<file path="src/rtl/reaction_timer.sv">
// reaction_timer: random-wait reaction timer that measures the press delay in ticks
// Ports: clk; rst_n (async, active-low); start_n, b (active-low keys, async to clk);
//   timecount (CW-bit result, 0 = no valid result); led (go light); done (valid result held);
//   foul (false start); busy (waiting or armed).
// Define REACTION_DEBOUNCE_EN to filter both keys with a DB_CYCLES stability window.
module reaction_timer #(
  parameter int CW         = 24,
  parameter int TICK_DIV   = 50000,
  parameter int DELAY_MIN  = 1000,
  parameter int DELAY_MASK = 2047,
  parameter int DB_CYCLES  = 250000
) (
  input  logic          clk,
  input  logic          rst_n,
  input  logic          start_n,
  input  logic          b,
  output logic [CW-1:0] timecount,
  output logic          led,
  output logic          done,
  output logic          foul,
  output logic          busy
);
  typedef enum logic [2:0] {s_idle, s_delay, s_armed, s_done, s_foul} state_t;
  localparam int PW = TICK_DIV > 1 ? $clog2(TICK_DIV) : 1;
  localparam logic [CW-1:0] tc_max = '1;
  state_t state, state_n;
  logic [CW-1:0] tc, tc_n;
  logic [31:0] dly, dly_n, load;
  logic [PW-1:0] ps;
  logic [15:0] lfsr;
  // bit 0 = start key, bit 1 = reaction key; all levels are active-low
  logic [1:0] sync1, lvl, cond, prev, ev;
  logic tick, ps_clr;
  assign ev = prev & ~cond;
  assign tick = ps == PW'(TICK_DIV - 1);
  assign load = 32'(DELAY_MIN) + (32'(lfsr) & 32'(DELAY_MASK));
  assign timecount = tc;
  assign led = state == s_armed;
  assign done = state == s_done;
  assign foul = state == s_foul;
  assign busy = state == s_delay || state == s_armed;
`ifdef REACTION_DEBOUNCE_EN
  localparam int DW = DB_CYCLES > 1 ? $clog2(DB_CYCLES) : 1;
  logic [DW-1:0] cnt [2];
  // a key level is only accepted once it has differed from the held level for DB_CYCLES clks
  always_ff @(posedge clk or negedge rst_n)
    if (!rst_n) begin
      cond <= '1;
      cnt <= '{default: '0};
    end else
      for (int i = 0; i < 2; i++)
        if (lvl[i] == cond[i]) cnt[i] <= '0;
        else if (cnt[i] == DW'(DB_CYCLES - 1)) begin
          cond[i] <= lvl[i];
          cnt[i] <= '0;
        end else cnt[i] <= cnt[i] + DW'(1);
`else
  assign cond = lvl;
`endif
  always_ff @(posedge clk or negedge rst_n)
    if (!rst_n) begin
      state <= s_idle;
      tc <= '0;
      dly <= '0;
      ps <= '0;
      lfsr <= 16'hACE1;
      sync1 <= '1;
      lvl <= '1;
      prev <= '1;
    end else begin
      state <= state_n;
      tc <= tc_n;
      dly <= dly_n;
      ps <= (ps_clr || tick) ? '0 : ps + PW'(1);
      lfsr <= {lfsr[0] ^ lfsr[2] ^ lfsr[3] ^ lfsr[5], lfsr[15:1]};
      sync1 <= {b, start_n};
      lvl <= sync1;
      prev <= cond;
    end
  // reaction key wins while timing; start key wins while idle or showing a result
  always_comb begin
    state_n = state;
    tc_n = tc;
    dly_n = dly;
    ps_clr = 1'b0;
    case (state)
      s_delay:
        if (ev[1]) begin
          state_n = s_foul;
          tc_n = '0;
        end else if (tick) begin
          if (dly == 32'd1) begin
            state_n = s_armed;
            tc_n = '0;
            ps_clr = 1'b1;
          end else dly_n = dly - 32'd1;
        end
      s_armed:
        if (ev[1]) begin
          state_n = s_done;
          tc_n = tc == '0 ? CW'(1) : tc;
        end else if (tick) begin
          tc_n = tc + CW'(1);
          state_n = tc == tc_max - CW'(1) ? s_done : s_armed;
        end
      default:
        if (ev[0]) begin
          state_n = s_delay;
          dly_n = load;
          tc_n = '0;
          ps_clr = 1'b1;
        end
    endcase
  end
endmodule
</file>
<file path="config.mk">
export PLATFORM = sky130hd
export DESIGN_NAME = reaction_timer
export DESIGN_NICKNAME = d
export VERILOG_FILES = /design/src/rtl/reaction_timer.sv
export SDC_FILE = /design/constraint.sdc
export NUM_CORES = 1
export LEC_CHECK = 0
export BUFFER_PORTS_ARGS = -buffer_cell sky130_fd_sc_hd__clkbuf_2
export CAP_MARGIN = 30
export CORE_MARGIN = 3
export CORE_UTILIZATION = 45
export CTS_CLUSTER_DIAMETER = 200
export DETAILED_ROUTE_END_ITERATION = 12
export GPL_ROUTABILITY_DRIVEN = 0
export PLACE_DENSITY_LB_ADDON = 0.1
export SLEW_MARGIN = 20
export SYNTH_ARGS = -nofsm -noshare
export SYNTH_HDL_FRONTEND = slang
export SYNTH_SLANG_ARGS = --single-unit
export TNS_END_PERCENT = 1
</file>
<file path="constraint.sdc">
create_clock -name clk -period 4.3 [get_ports clk]
set_clock_uncertainty 0.2 [all_clocks]
set_input_delay 1.075 -clock clk [delete_from_list [all_inputs] [get_ports clk]]
set_output_delay 1.075 -clock clk [all_outputs]
set_load 0.01 [all_outputs]
</file>
Word-level counts from Yosys, hierarchy flattened
Index checks and enable logic that the tools add are counted.
{"block": "classes", "addsub": 4, "eq_ne": 14, "mux": 27, "bitwise_logic": 6, "n_reduce_logical": 8}
{"cell": "$mux W24", "count": 7}
{"cell": "$mux W32", "count": 4}
{"cell": "$pmux W32 S2", "count": 1}
{"cell": "$pmux W24 S2", "count": 1}
{"cell": "$eq A32 B1 Y1 const B", "count": 1}
{"cell": "$sub A32 B1 Y32 const B", "count": 1}
{"cell": "$add A24 B1 Y24 const B", "count": 1}
{"cell": "$eq A24 B24 Y1 const B", "count": 1}
{"cell": "$logic_not A24 Y1", "count": 1}
{"cell": "$mux W3", "count": 6}
{"cell": "$add A16 B1 Y16 const B", "count": 1}
{"cell": "$eq A16 B16 Y1 const B", "count": 1}
{"cell": "$mux W16", "count": 1}
{"cell": "$add A10 B11 Y12 const A", "count": 1}
{"cell": "$reduce_and A5 Y1", "count": 2}
{"cell": "$eq A3 B2 Y1 const B", "count": 2}
{"cell": "$ne A2 B2 Y1 const B", "count": 3}
{"cell": "$ne A3 B2 Y1 const B", "count": 2}
{"cell": "$pmux W3 S2", "count": 1}
{"cell": "$mux W1", "count": 5}
{"cell": "$reduce_and A4 Y1", "count": 1}
{"cell": "$eq A3 B1 Y1 const B", "count": 1}
{"cell": "$eq A3 B3 Y1 const B", "count": 1}
{"cell": "$ne A3 B1 Y1 const B", "count": 1}
{"cell": "other kinds (9)", "count": 12}
{"block": "word_totals", "regBits": 97, "inputBits": 4, "output_inout_bits": 28, "word_cells": 67}

Depth between registers and ports, before layout
{"block": "depth", "word_depth": 7, "ltp_mapped": 10, "mapped_depth_nobuf": 8}

Worst setup path after synthesis
No wires, ideal clock.
{"block": "synth_timing", "path_type": "register -> register", "startpoint": "register dly[14]", "endpoint": "register dly[17]", "setup_ns": 0.095, "t_arrival_ns": 2.356, "t_required_ns": 4.005, "slack_ns": 1.649, "stages_incl_launch_ff": 9, "n_path_buf": 2, "synth_period_minus_slack_ns": 2.651, "cell_sequence": "dfrtp_1 -> or4_1 -> or2_1 -> buf_6 -> or4_1 -> nand2_2 -> buf_6 -> o211ai_1 -> o31ai_1"}
{"block": "synth_between", "elab_chain_len": 5, "word_cells_on_any_way": 8, "cone_classes": "add/sub (1); eq/ne (2); mux (4); reduce/logical (1)"}
{"element": "start, declared", "line": "28", "text": "logic [31:0] dly, dly_n, load;"}
{"element": "start signal, assigned", "line": "73", "text": "dly <= dly_n;"}
{"element": "$sub A32 B1 Y32", "line": "96", "text": "end else dly_n = dly - 32'd1;"}
{"element": "$mux W32", "line": "92", "text": "if (dly == 32'd1) begin"}
{"element": "$mux W32", "line": "91", "text": "end else if (tick) begin"}
{"element": "$mux W32", "line": "88", "text": "if (ev[1]) begin"}
{"element": "$pmux W32 S2", "line": "86", "text": "case (state)"}
Parallel ways exist; a longest one is shown, timed or not. The select of a mux whose other input is x is not followed.
A chain may end at the register's enable or synchronous reset.

Worst setup path after layout
{"block": "layout_timing", "startpoint": "register state[2]", "endpoint": "register dly[16]"}
{"block": "layout_between", "elab_chain_len": 3, "word_cells_on_any_way": 9, "cone_classes": "eq/ne (5); mux (1); bitwise (1); reduce/logical (2)"}
{"element": "start, declared", "line": "26", "text": "state_t state, state_n;"}
{"element": "start signal, assigned", "line": "62", "text": "state <= s_idle;"}
{"element": "start signal, assigned", "line": "71", "text": "state <= state_n;"}
{"element": "$eq A3 B1 Y1 or $eq A3 B2 Y1 (tied branches)", "line": "86"}
{"element": "$ne A2 B2 Y1 (no line), or another cell as far along"}
{"element": "$reduce_and A5 Y1 (no line)"}
Parallel ways exist; a longest one is shown, timed or not.

==> summary.md <==
| Metric | Value |
|---|---|
| Most common cell after layout, fill and taps aside | dfrtp_1 |
| Total number of yosys warnings | 0 |
| Average vias per placed instance | 5.87 |
| Placeable core region | 10500 um2 |
| Number of stages on the worst setup path | 6 |
| Number of hold-repair buffers added at the cts stage | 0 |
| Total via count after detailed routing | approximately 4000 |
| Clock Path Buffers | 2 |
| Initial antenna violation count | 0 |
| Critical path required time | around 4400 ps |
| Count of state elements after synthesis | 97 |
| Synthesized area divided by synthesized cell count | between 9 and 10 um2 |
| Setup-failing EPs final | 0 |
| Netlist area before placement | 4920 um2 |
| Wire length of the first global-routing pass | around 19000 um |
| RSZ-0062 raised after global routing | no |
| Number of port buffers | 31 |
| Endpoint class of the critical path | flop |
| Async set or reset register ratio after synthesis | 100% |
| Overall routing resource usage | approximately a fifth |
| Crit path max-delay family | simple AND/OR/NAND/NOR gates |
| Power Density | approximately 440 nW/um2 |
| Total number of H-tree levels | 3 |
| Number of global-route vias before repair | 3834 |
| Commonest non-fill, non-tap cells in the layout | 83 x dfrtp_1, 47 x nor2_1, 45 x o21ai_0 |
| Worst vdd rail ir drop | roughly 0.00025 V |
| Relative slew slack | a little under three fifths |
| Cell at the root of the clock tree | clkbuf_8 |
| Length of the first detailed-routing pass in iterations | 5 |
| Leftover overflow at the end of global routing | 0 |
| Power Internal | around 0.0015 W |
| Total negative slack | 0 ps |
| Clock slew seen by the registers of the worst setup and hold paths | 100 ps |
| Area added between synthesis and finish | 9.27% |
| Timing-limited maximum frequency | 0.314 GHz |
| Classification of the worst setup path | reg -> reg |
| Number of antenna repair diodes | 0 |
| Outcome | completed |
| Psw | between 0.0008 and 0.0009 W |
| Clk Latency, worst-skew pair | approximately 390 ps |
| Total detailed-routing wirelength | roughly 11000 um |
| Maximum number of pins on one net before global-route repair | 52 |
| Commonest register cell after synthesis | dfrtp_1 |
| Slew at the pin closest to its max-slew limit | approximately 670 ps |
| Lkg Pwr | 2.31 nW |
| Period utilization | between 70% and 80% |
| Post-synthesis cell type count | 50 |
| Share of power burned in the clock network | about 26% |
| Number of placed I/O pins | 32 |
| Number of rows in the core area | 37 |
| Chain of cells forming the critical path | nor3b_4, nand2_2, or2_1, or4_1, or4_1, a21oi_1 |
| Biggest fanout along the worst timing path | 17 |
| Final critical delay including setup and external delays | 3190 ps |
| Number of hold violations in the final report | 0 |
| Worst min-delay path class | reg -> reg |
| Logic depth of the worst register-to-register path | 6 |
| Resize count post-CTS | 0 |
| Routed Antenna Nets | 0 |
| Switching share of total power | a little under two fifths |
| Post-detailed-placement cell area | 5180 um2 |
| Critical path's slowest cell | or4_1 |
| Total clock buffers created by CTS | 9 |
| Power share of the sequential group | ~47% |
| Number of instances on the worst hold path | 0 |
| Max-cap check violation count | 0 |
| Sinks on Clock Net | 97 |
| CP max stage delay | between 700 and 800 ps |
| Post-route design area | 5380 um2 |
| Number of DRC markers in iteration 0 | approximately 290 |
| Post-Syn Instances | 521 |
| Clock tree from TritonCTS | yes |
| Die area | ~12000 um2 |
| Half-perimeter wire length of the detailed placement result | 7520 um |
| Die height | between 100 and 150 um |
| Proportion of power drawn by combinational gates | about 28% |
| Number of nets in the final layout | between 500 and 600 |
| Number of pins exceeding their max-slew limit in the final report | 0 |
| # DRC | 0 |
| Buffers inserted by post-CTS timing repair | 0 |
| Data arrival time at the worst-slack endpoint | approximately 3300 ps |
| Initial core utilization | roughly 47% |
| Type of element launching the critical path | flop |
| Ratio of cells with drive above 1 in the final layout | ~14% |
| Avg WL per Cell | approximately 16 um |
| Number of enable flip-flop cells after synthesis | 0 |
| Chip width | ~110 um |
| Sequential share of the synthesized area | between 40% and 50% |
| Most used cell along the critical path | or4_1 |
| Net count after synthesis | 532 |
| CP bufs+invs | 0 |
==> cells in the mapped netlist (4+ instances only) <==
cell / count / share of area, %
xnor2_1: 13 / 2.3
or4_1: 12 / 1.8
and3_1: 12 / 1.5
o31ai_1: 16 / 2.4
a31oi_1: 14 / 1.8
o21ai_0: 45 / 4.6
nor4_1: 9 / 1.1
dfrtp_1: 83 / 42
nor2_1: 47 / 3.6
o311ai_0: 6 / 1.1
nand2b_1: 8 / 1.0
nor3_1: 16 / 1.6
or3_1: 11 / 1.4
o22ai_1: 5 / 0.64
or2_2: 4 / 0.51
a22o_1: 4 / 0.71
nand2_1: 44 / 3.4
buf_2: 4 / 0.41
nand4_1: 10 / 1.3
nand3_1: 27 / 2.7
ha_1: 7 / 1.8
inv_1: 7 / 0.53
clkbuf_1: 19 / 1.4
a21oi_1: 27 / 2.7
dfstp_2: 14 / 7.5
xor2_1: 11 / 2.0
o211ai_1: 10 / 1.5
==> cell type report <==
type / count / area (um2)
well taps: 136 / 170
clock inverters: 6 / 68.8
multi-input cells: 391 / 2330
clock buffers: 10 / 128
inverters: 7 / 26.3
flip-flops and latches: 97 / 2440
repair buffers: 37 / 215
fillers: 968 / 5080
==> routing by layer <==
| layer | wire [um] | vias up | track usage, % |
|---|---|---|---|
| met4 | 137 | 0 | 5.67 |
| met3 | 467 | 13 | 5.53 |
| met5 | 0 | - | 0 |
| met1 | 5420 | 1962 | 26.8 |
| li1 | - | 1966 | - |
| met2 | 5140 | 73 | 29.2 |
==> logic make-up after synthesis <==
kind of cell               after synthesis  synth area share [%]
AOI/OAI and AO/OA                      136                  16.9
xor gates and xnor gates                24                  4.27
adders and majority gates                7                  1.78
buffers and inverters                   33                  3.07
DFF                                     97                  49.6
and+or+nand+nor                        224                  24.3
==> path summary, 6_finish.rpt <==
path | start | endpoint | slack [ps]
max in group asynchronous | rst_n | lfsr[13] | 2670
max | state[2] | dly[16] | 1110
min reg2reg | sync1[0] | cond[0] | 160
max reg2reg | state[2] | dly[16] | 1110
min | sync1[0] | cond[0] | 160
min in group asynchronous | rst_n | timecount[8] | 490
==> flip-flops by register name, indices dropped and copies added (netlist names) <==
name / cells
dly: 32
timecount: 24
lfsr: 16
ps: 16
state: 3
cond: 2
prev: 2
sync1: 2
==> stage by stage <==
| step | power (W) | instances | util, % | hold WS, ps | setup slack [ps] |
|---|---|---|---|---|---|
| after floorplan | 0.00155 | 521 | - | 133 | 1650 |
| after global placement | 0.00175 | 666 | 49.4 | 136 | 1170 |
| after detailed placement | 0.00176 | 667 | 49.5 | 139 | 1140 |
| after CTS | 0.00238 | 683 | 51.4 | 163 | 1090 |
| after global routing | 0.00251 | 684 | 51.4 | 173 | 875 |
| final | 0.00235 | 684 | 51.4 | 160 | 1110 |
==> power by group through the flow <==
stage | clock (W) | sequential, W | combinational [W]
floorplan | 0 | 0.00107 | 0.000486
global placement | 0 | 0.00110 | 0.000643
detailed placement | 0 | 0.00111 | 0.000648
CTS | 0.000634 | 0.00109 | 0.000652
global route | 0.000664 | 0.00111 | 0.000736
finish | 0.000606 | 0.00109 | 0.000651
(Power assumes the default switching activity.)
